## config.mk

```make
export PLATFORM = sky130hd
export DESIGN_NAME = shape_streamer
export DESIGN_NICKNAME = d
export VERILOG_FILES = /design/src/rtl/shape_streamer_pkg.sv /design/src/rtl/shape_streamer_rom.sv /design/src/rtl/shape_streamer.sv
export SDC_FILE = /design/constraint.sdc
export NUM_CORES = 1
export LEC_CHECK = 0
export CORE_MARGIN = 4
export CORE_UTILIZATION = 55
export DETAILED_ROUTE_END_ITERATION = 10
export PLACE_DENSITY = 0.77
export SETUP_SLACK_MARGIN = 0.15
export SLEW_MARGIN = 15
export SYNTH_ARGS = -nofsm -noshare
export SYNTH_HDL_FRONTEND = slang
export SYNTH_HIERARCHICAL = 1
export SYNTH_SLANG_ARGS = --single-unit
export TNS_END_PERCENT = 20
```

## constraint.sdc

```tcl
create_clock -name clk -period 3 [get_ports clk]
set_input_delay 0.3 -clock clk [delete_from_list [all_inputs] [get_ports clk]]
set_output_delay 0.3 -clock clk [all_outputs]
set_load 0.02 [all_outputs]
```

## src/rtl/shape_streamer_pkg.sv

```systemverilog
// Shared defaults, shape/state encodings and the shape drawing rules used by
// the shape streamer and its ROM.
package shape_streamer_pkg;

  localparam int SIZE_DEF     = 25;
  localparam int NSHAPES_DEF  = 3;
  localparam int MAXSCALE_DEF = 4;
  localparam int RING_INSET   = 4;

  typedef enum int {
    SHAPE_BLANK = 0,
    SHAPE_X     = 1,
    SHAPE_O     = 2
  } shape_e;

  typedef logic [1:0] state_t;
  localparam state_t ST_IDLE   = 2'd0;
  localparam state_t ST_FETCH  = 2'd1;
  localparam state_t ST_STREAM = 2'd2;

  // True where the glyph has ink; rows count from the top, columns from the left.
  function automatic logic is_stroke(input int shape, input int size, input int r, input int c);
    int   lo;
    int   hi;
    logic in_box;
    logic in_band;
    logic corner;
    lo = RING_INSET;
    hi = size - 1 - RING_INSET;
    case (shape)
      SHAPE_X: return (c == r) || (c == r + 1) || (c == size - 1 - r) || (c == size - 2 - r);
      SHAPE_O: begin
        in_box  = (r >= lo) && (r <= hi) && (c >= lo) && (c <= hi);
        in_band = (r <= lo + 1) || (r >= hi - 1) || (c <= lo + 1) || (c >= hi - 1);
        corner  = ((r == lo) || (r == hi)) && ((c == lo) || (c == hi));
        return in_box && in_band && !corner;
      end
      default: return 1'b0;
    endcase
  endfunction

endpackage

```

## src/rtl/shape_streamer_rom.sv

```systemverilog
// Combinational shape ROM: one SIZE-bit row per (shape, row); MSB is the
// leftmost column and a stored 0 marks a stroke pixel.
module shape_rom
  import shape_streamer_pkg::*;
#(
  parameter int SIZE    = SIZE_DEF,
  parameter int NSHAPES = NSHAPES_DEF,
  parameter int SHW     = 2,
  parameter int RW      = 5
) (
  input  logic [SHW-1:0]  shape,
  input  logic [RW-1:0]   row,
  output logic [SIZE-1:0] row_bits
);

  for (genvar c = 0; c < SIZE; c++) begin : g_col
    assign row_bits[SIZE-1-c] = (int'(shape) < NSHAPES)
                              ? ~is_stroke(int'(shape), SIZE, int'(row), c)
                              : 1'b1;
  end

endmodule

```

## src/rtl/shape_streamer.sv

```systemverilog
// Streams a scaled bitmap glyph as a valid/ready pixel stream in raster order,
// fetching one source row into a row register ahead of its replicated lines.
module shape_streamer
  import shape_streamer_pkg::*;
#(
  parameter  int SIZE     = SIZE_DEF,
  parameter  int NSHAPES  = NSHAPES_DEF,
  parameter  int MAXSCALE = MAXSCALE_DEF,
  localparam int SHW      = (NSHAPES > 1) ? $clog2(NSHAPES) : 1,
  localparam int SW       = $clog2(MAXSCALE) + 1,
  localparam int XW       = $clog2(SIZE * MAXSCALE),
  localparam int CW       = (SIZE > 1) ? $clog2(SIZE) : 1
) (
  input  logic           clk,
  input  logic           reset_n,
  input  logic           start,
  input  logic [SHW-1:0] shape_sel,
  input  logic [SW-1:0]  scale,
  input  logic           invert,
  output logic           busy,
  output logic           pix_valid,
  input  logic           pix_ready,
  output logic           pix_data,
  output logic [XW-1:0]  pix_x,
  output logic [XW-1:0]  pix_y,
  output logic           eol,
  output logic           eof
);

  state_t          state;
  logic [SHW-1:0]  cap_shape;
  logic [SW-1:0]   cap_scale;
  logic            cap_invert;
  logic [SIZE-1:0] row_reg;
  logic [SIZE-1:0] rom_bits;
  logic [CW-1:0]   col;
  logic [CW-1:0]   row;
  logic [SW-1:0]   col_sub;
  logic [SW-1:0]   row_sub;
  logic [XW-1:0]   x_cnt;
  logic [XW-1:0]   y_cnt;

  logic [SW-1:0]   eff_scale;
  logic [SHW-1:0]  eff_shape;
  logic            last_col_sub;
  logic            last_row_sub;
  logic            last_col;
  logic            last_row;

  shape_rom #(
    .SIZE    (SIZE),
    .NSHAPES (NSHAPES),
    .SHW     (SHW),
    .RW      (CW)
  ) u_rom (
    .shape    (cap_shape),
    .row      (row),
    .row_bits (rom_bits)
  );

  // NOTE: every signal written in always_comb gets a default first, so no path leaves it unassigned and no latch is inferred.
  always_comb begin
    eff_scale = scale;
    if (scale == '0) begin
      eff_scale = SW'(1);
    end else if (int'(scale) > MAXSCALE) begin
      eff_scale = SW'(MAXSCALE);
    end
  end

  assign eff_shape    = (int'(shape_sel) < NSHAPES) ? shape_sel : '0;
  assign last_col_sub = (col_sub == cap_scale - SW'(1));
  assign last_row_sub = (row_sub == cap_scale - SW'(1));
  assign last_col     = (col == CW'(SIZE - 1));
  assign last_row     = (row == CW'(SIZE - 1));

  assign busy      = (state != ST_IDLE);
  assign pix_valid = (state == ST_STREAM);
  assign pix_data  = pix_valid & (~row_reg[CW'(SIZE - 1) - col] ^ cap_invert);
  assign pix_x     = x_cnt;
  assign pix_y     = y_cnt;
  assign eol       = pix_valid & last_col & last_col_sub;
  assign eof       = eol & last_row & last_row_sub;

  // NOTE: sequential state uses non-blocking assignments so all registers update together from pre-edge values.
  always_ff @(posedge clk or negedge reset_n) begin
    if (!reset_n) begin
      state      <= ST_IDLE;
      cap_shape  <= '0;
      cap_scale  <= '0;
      cap_invert <= 1'b0;
      row_reg    <= '0;
      col        <= '0;
      row        <= '0;
      col_sub    <= '0;
      row_sub    <= '0;
      x_cnt      <= '0;
      y_cnt      <= '0;
    end else begin
      case (state)
        ST_IDLE: begin
          if (start) begin
            cap_shape  <= eff_shape;
            cap_scale  <= eff_scale;
            cap_invert <= invert;
            state      <= ST_FETCH;
          end
        end
        ST_FETCH: begin
          row_reg <= rom_bits;
          state   <= ST_STREAM;
        end
        ST_STREAM: begin
          if (pix_ready) begin
            if (!last_col_sub) begin
              col_sub <= col_sub + SW'(1);
              x_cnt   <= x_cnt + XW'(1);
            end else if (!last_col) begin
              col_sub <= '0;
              col     <= col + CW'(1);
              x_cnt   <= x_cnt + XW'(1);
            end else begin
              col_sub <= '0;
              col     <= '0;
              x_cnt   <= '0;
              if (!last_row_sub) begin
                row_sub <= row_sub + SW'(1);
                y_cnt   <= y_cnt + XW'(1);
              end else begin
                row_sub <= '0;
                // A new source row needs one FETCH cycle; the last row ends the frame.
                if (!last_row) begin
                  row   <= row + CW'(1);
                  y_cnt <= y_cnt + XW'(1);
                  state <= ST_FETCH;
                end else begin
                  row   <= '0;
                  y_cnt <= '0;
                  state <= ST_IDLE;
                end
              end
            end
          end
        end
        default: state <= ST_IDLE;
      endcase
    end
  end

endmodule

```

==> impl_metrics.env <==
export IMPL_drive_above_1_share_pct=20.5
export IMPL_p_leak_nw=2.05
export IMPL_tritoncts="built"
export IMPL_grt_max_degree=32
export IMPL_holdWs_ns=0.484
export IMPL_hp_class="input pin to asynchronous set/reset pin"
export IMPL_io_buffers=28
export IMPL_yosysTopAreaCell="dfrtp_1"
export IMPL_h_tree_depth=3
export IMPL_globalplace_congestion=0.952
export IMPL_cts_path_max_buffers=2
export IMPL_clkLatencyLatePin_ns=0.34
export IMPL_final_cell_mix="63 x dfrtp_1, 54 x nand2_1, 32 x nor2_1, 32 x o21ai_0"
export IMPL_syn_num_nets=503
export IMPL_start_util_pct=56.7
export IMPL_p_total_w=0.00309
export IMPL_max_stage_delay_ns=0.52
export IMPL_antenna_found_initial=0
export IMPL_synth_top_family_by_area="simple AND/OR/NAND/NOR gates"
export IMPL_cap_violations=0
export IMPL_post_route_min_period_ns=2.77
export IMPL_synth_xor_area_share_pct=3.80
export IMPL_netlist_instances=476
export IMPL_crit_type="flop to primary output"
export IMPL_clkTransAtPathRegs_ns=0.07
export IMPL_cts_sinks=63
export IMPL_clock_fmax_mhz=360
export IMPL_path_buf_inv=2
export IMPL_setup_viol=0
export IMPL_dr_pass1_iters=6
export IMPL_crit_family="simple AND/OR/NAND/NOR gates"
export IMPL_wl_per_cell_um=17.5
export IMPL_yosys_area_share_adder_pct=4.85
export IMPL_syn_area_um2=4380
export IMPL_synth_avg_cell_area_um2=9.21
export IMPL_drt_vias_per_instance=6.14
export IMPL_post_synth_top_area_fraction_pct=36.0
export IMPL_final_antenna_net_count=0
export IMPL_globalRouteOverflowTotal=0
export IMPL_worst_pin_slew_ns=0.828
export IMPL_max_vdd_ir_drop_v=0.000325
export IMPL_core_um2=7730
export IMPL_largest_reg_flops=30
export IMPL_final_area_um2=5170
export IMPL_rsz0062_at_grt="yes"
export IMPL_first_iter_violations=301
export IMPL_grt_pass1_wl_um=17900
export IMPL_die_h_um=97.3
export IMPL_powerDensity_nw_per_um2=599
export IMPL_synth_area_leaders="dfrtp_1 36%, mux2_2 6.9%, ha_1 4.9%"
export IMPL_totalWireLength_um=10900
export IMPL_final_hold_violation_count=0
export IMPL_place_ws_ns=-0.00656
export IMPL_place_area_um2=4870
export IMPL_ys_ff_latch=63
export IMPL_synth_simple_area_share_pct=20.9
export IMPL_num_vias=3830
export IMPL_relSlewSlack_pct=44.6
export IMPL_numCtsBuffers=9
export IMPL_synthFlopType="dfrtp_1"
export IMPL_skew_ns=0.0102
export IMPL_dieArea_um2=9460
export IMPL_timing_final_ws_setup_ns=0.226
export IMPL_worstPathMaxFanout=4
export IMPL_seq_area_frac_synth_pct=36.0
export IMPL_grt_pass1_vias=3760
export IMPL_synth_edf_count=0
export IMPL_ys_async_sr_fraction_pct=100
export IMPL_post_dp_hpwl_um=7740
export IMPL_rows=32
export IMPL_drc=0
export IMPL_nNetsFinal=544
export IMPL_grt_usage_pct=23.1
export IMPL_cp_required_ns=2.70
export IMPL_ys_warn_count=6
export IMPL_arrival_ns=2.47
export IMPL_antenna_cells=0
export IMPL_cts_root_buf="clkbuf_8"
export IMPL_maxSlewViolCount=0
export IMPL_ios=29
export IMPL_period_share_pct=92.5
export IMPL_cp_end_kind="primary output"
export IMPL_die_w_um=97.3
export IMPL_critPathLaunchType="flop"
export IMPL_cp_slowest_cell="or4_4"
export IMPL_synthMuxAreaShare_pct=11.4
export IMPL_status="completed"
export IMPL_layout_commonest_cell="dfrtp_1"
export IMPL_critical_path_cell_chain="inv_2, ha_4, nor2b_4, nor3_2, or4_4, a21oi_2, a2bb2oi_2, mux2i_1, buf_4"
export IMPL_yosys_cell_types_count=72
export IMPL_syn_to_final_growth_pct=17.9
export IMPL_synth_compound_area_share_pct=18.6
path summary, 6_finish.rpt:
path | startpoint | endpoint | slack (ns) | cells past startpoint
min | reset_n | row_reg[11] | 0.48 | 2
min in group clk | pix_y[6] | pix_y[6] | 0.49 | 1
max reg2reg | row[3] | row_reg[14] | 0.27 | 8
max in group asynchronous | reset_n | row_sub[2] | 1.77 | 3
max | col[1] | pix_data | 0.23 | 9
min reg2reg | pix_y[6] | pix_y[6] | 0.49 | 1
cell usage after synthesis, types with 4 or more instances:
cell type   n
ha_1       17
xnor2_1     4
o21ai_1    11
nor3b_1     4
clkbuf_1   12
nand3_1    18
mux2_2     27
a32oi_1     6
a21oi_1    20
mux2i_1     5
mux4_2      6
nor3_1     11
nand2_1    54
inv_1      13
or3_1       4
and3_1      9
a21o_1      6
a22oi_1     4
nand2b_1   11
nor2_1     32
buf_2       9
xor2_1      8
o21ai_0    33
nor2b_1    10
dfrtp_1    63
o31ai_1     6
a31oi_1     7
and2_1      5
routing by layer:
metal	vias to the layer above	global-route usage (%)	wire length [um]
met2	127	38.5	5280
met5	-	0	0
met1	1854	29.6	4730
li1	1818	-	-
met3	31	6.03	615
met4	0	6.92	284
report_power, final:
group / leakage [nW] / internal (W) / switching, W
combinational: 1.22 / 0.000631 / 0.000569
clock: 0.112 / 0.000511 / 0.000332
sequential: 0.716 / 0.000936 / 0.000115
timing repair:
| item | 4_1_cts | 5_1_grt |
|---|---|---|
| hold buffers | 1 | 0 |
| cloned | 0 | 0 |
| setup endpoints to repair | 2 | 4 |
| hold endpoints to repair | 26 | 0 |
| gates resized for setup | 8 | 8 |
| buffers inserted | 0 | 1 |
| pin swaps | 1 | 4 |
stage by stage:
stage	instances	TNS (ns)	util (%)
2_1_floorplan	476	0	-
6_report	624	0	66.9
4_1_cts	623	0	66.2
3_5_place_dp	606	-0.00656	63.0
3_3_place_gp	606	-0.00188	63.0
5_1_grt	624	0	66.9
logic make-up after synthesis:
kind of cell | Yosys count
simple gates | 177
compound gates | 122
flops | 63
buf+inv | 43
mux | 39
fa+ha+maj | 17
xor+xnor | 15
cell type report:
cell class | instances | area (um2)
Clock buffer | 11 | 151
Timing Repair Buffer | 57 | 519
Tap cell | 102 | 128
Multi-Input combinational cell | 370 | 2660
Fill cell | 620 | 2560
Clock inverter | 5 | 80.1
Inverter | 16 | 60.1
Sequential cell | 63 | 1580
Note: power is estimated with default switching activity, not from simulation.
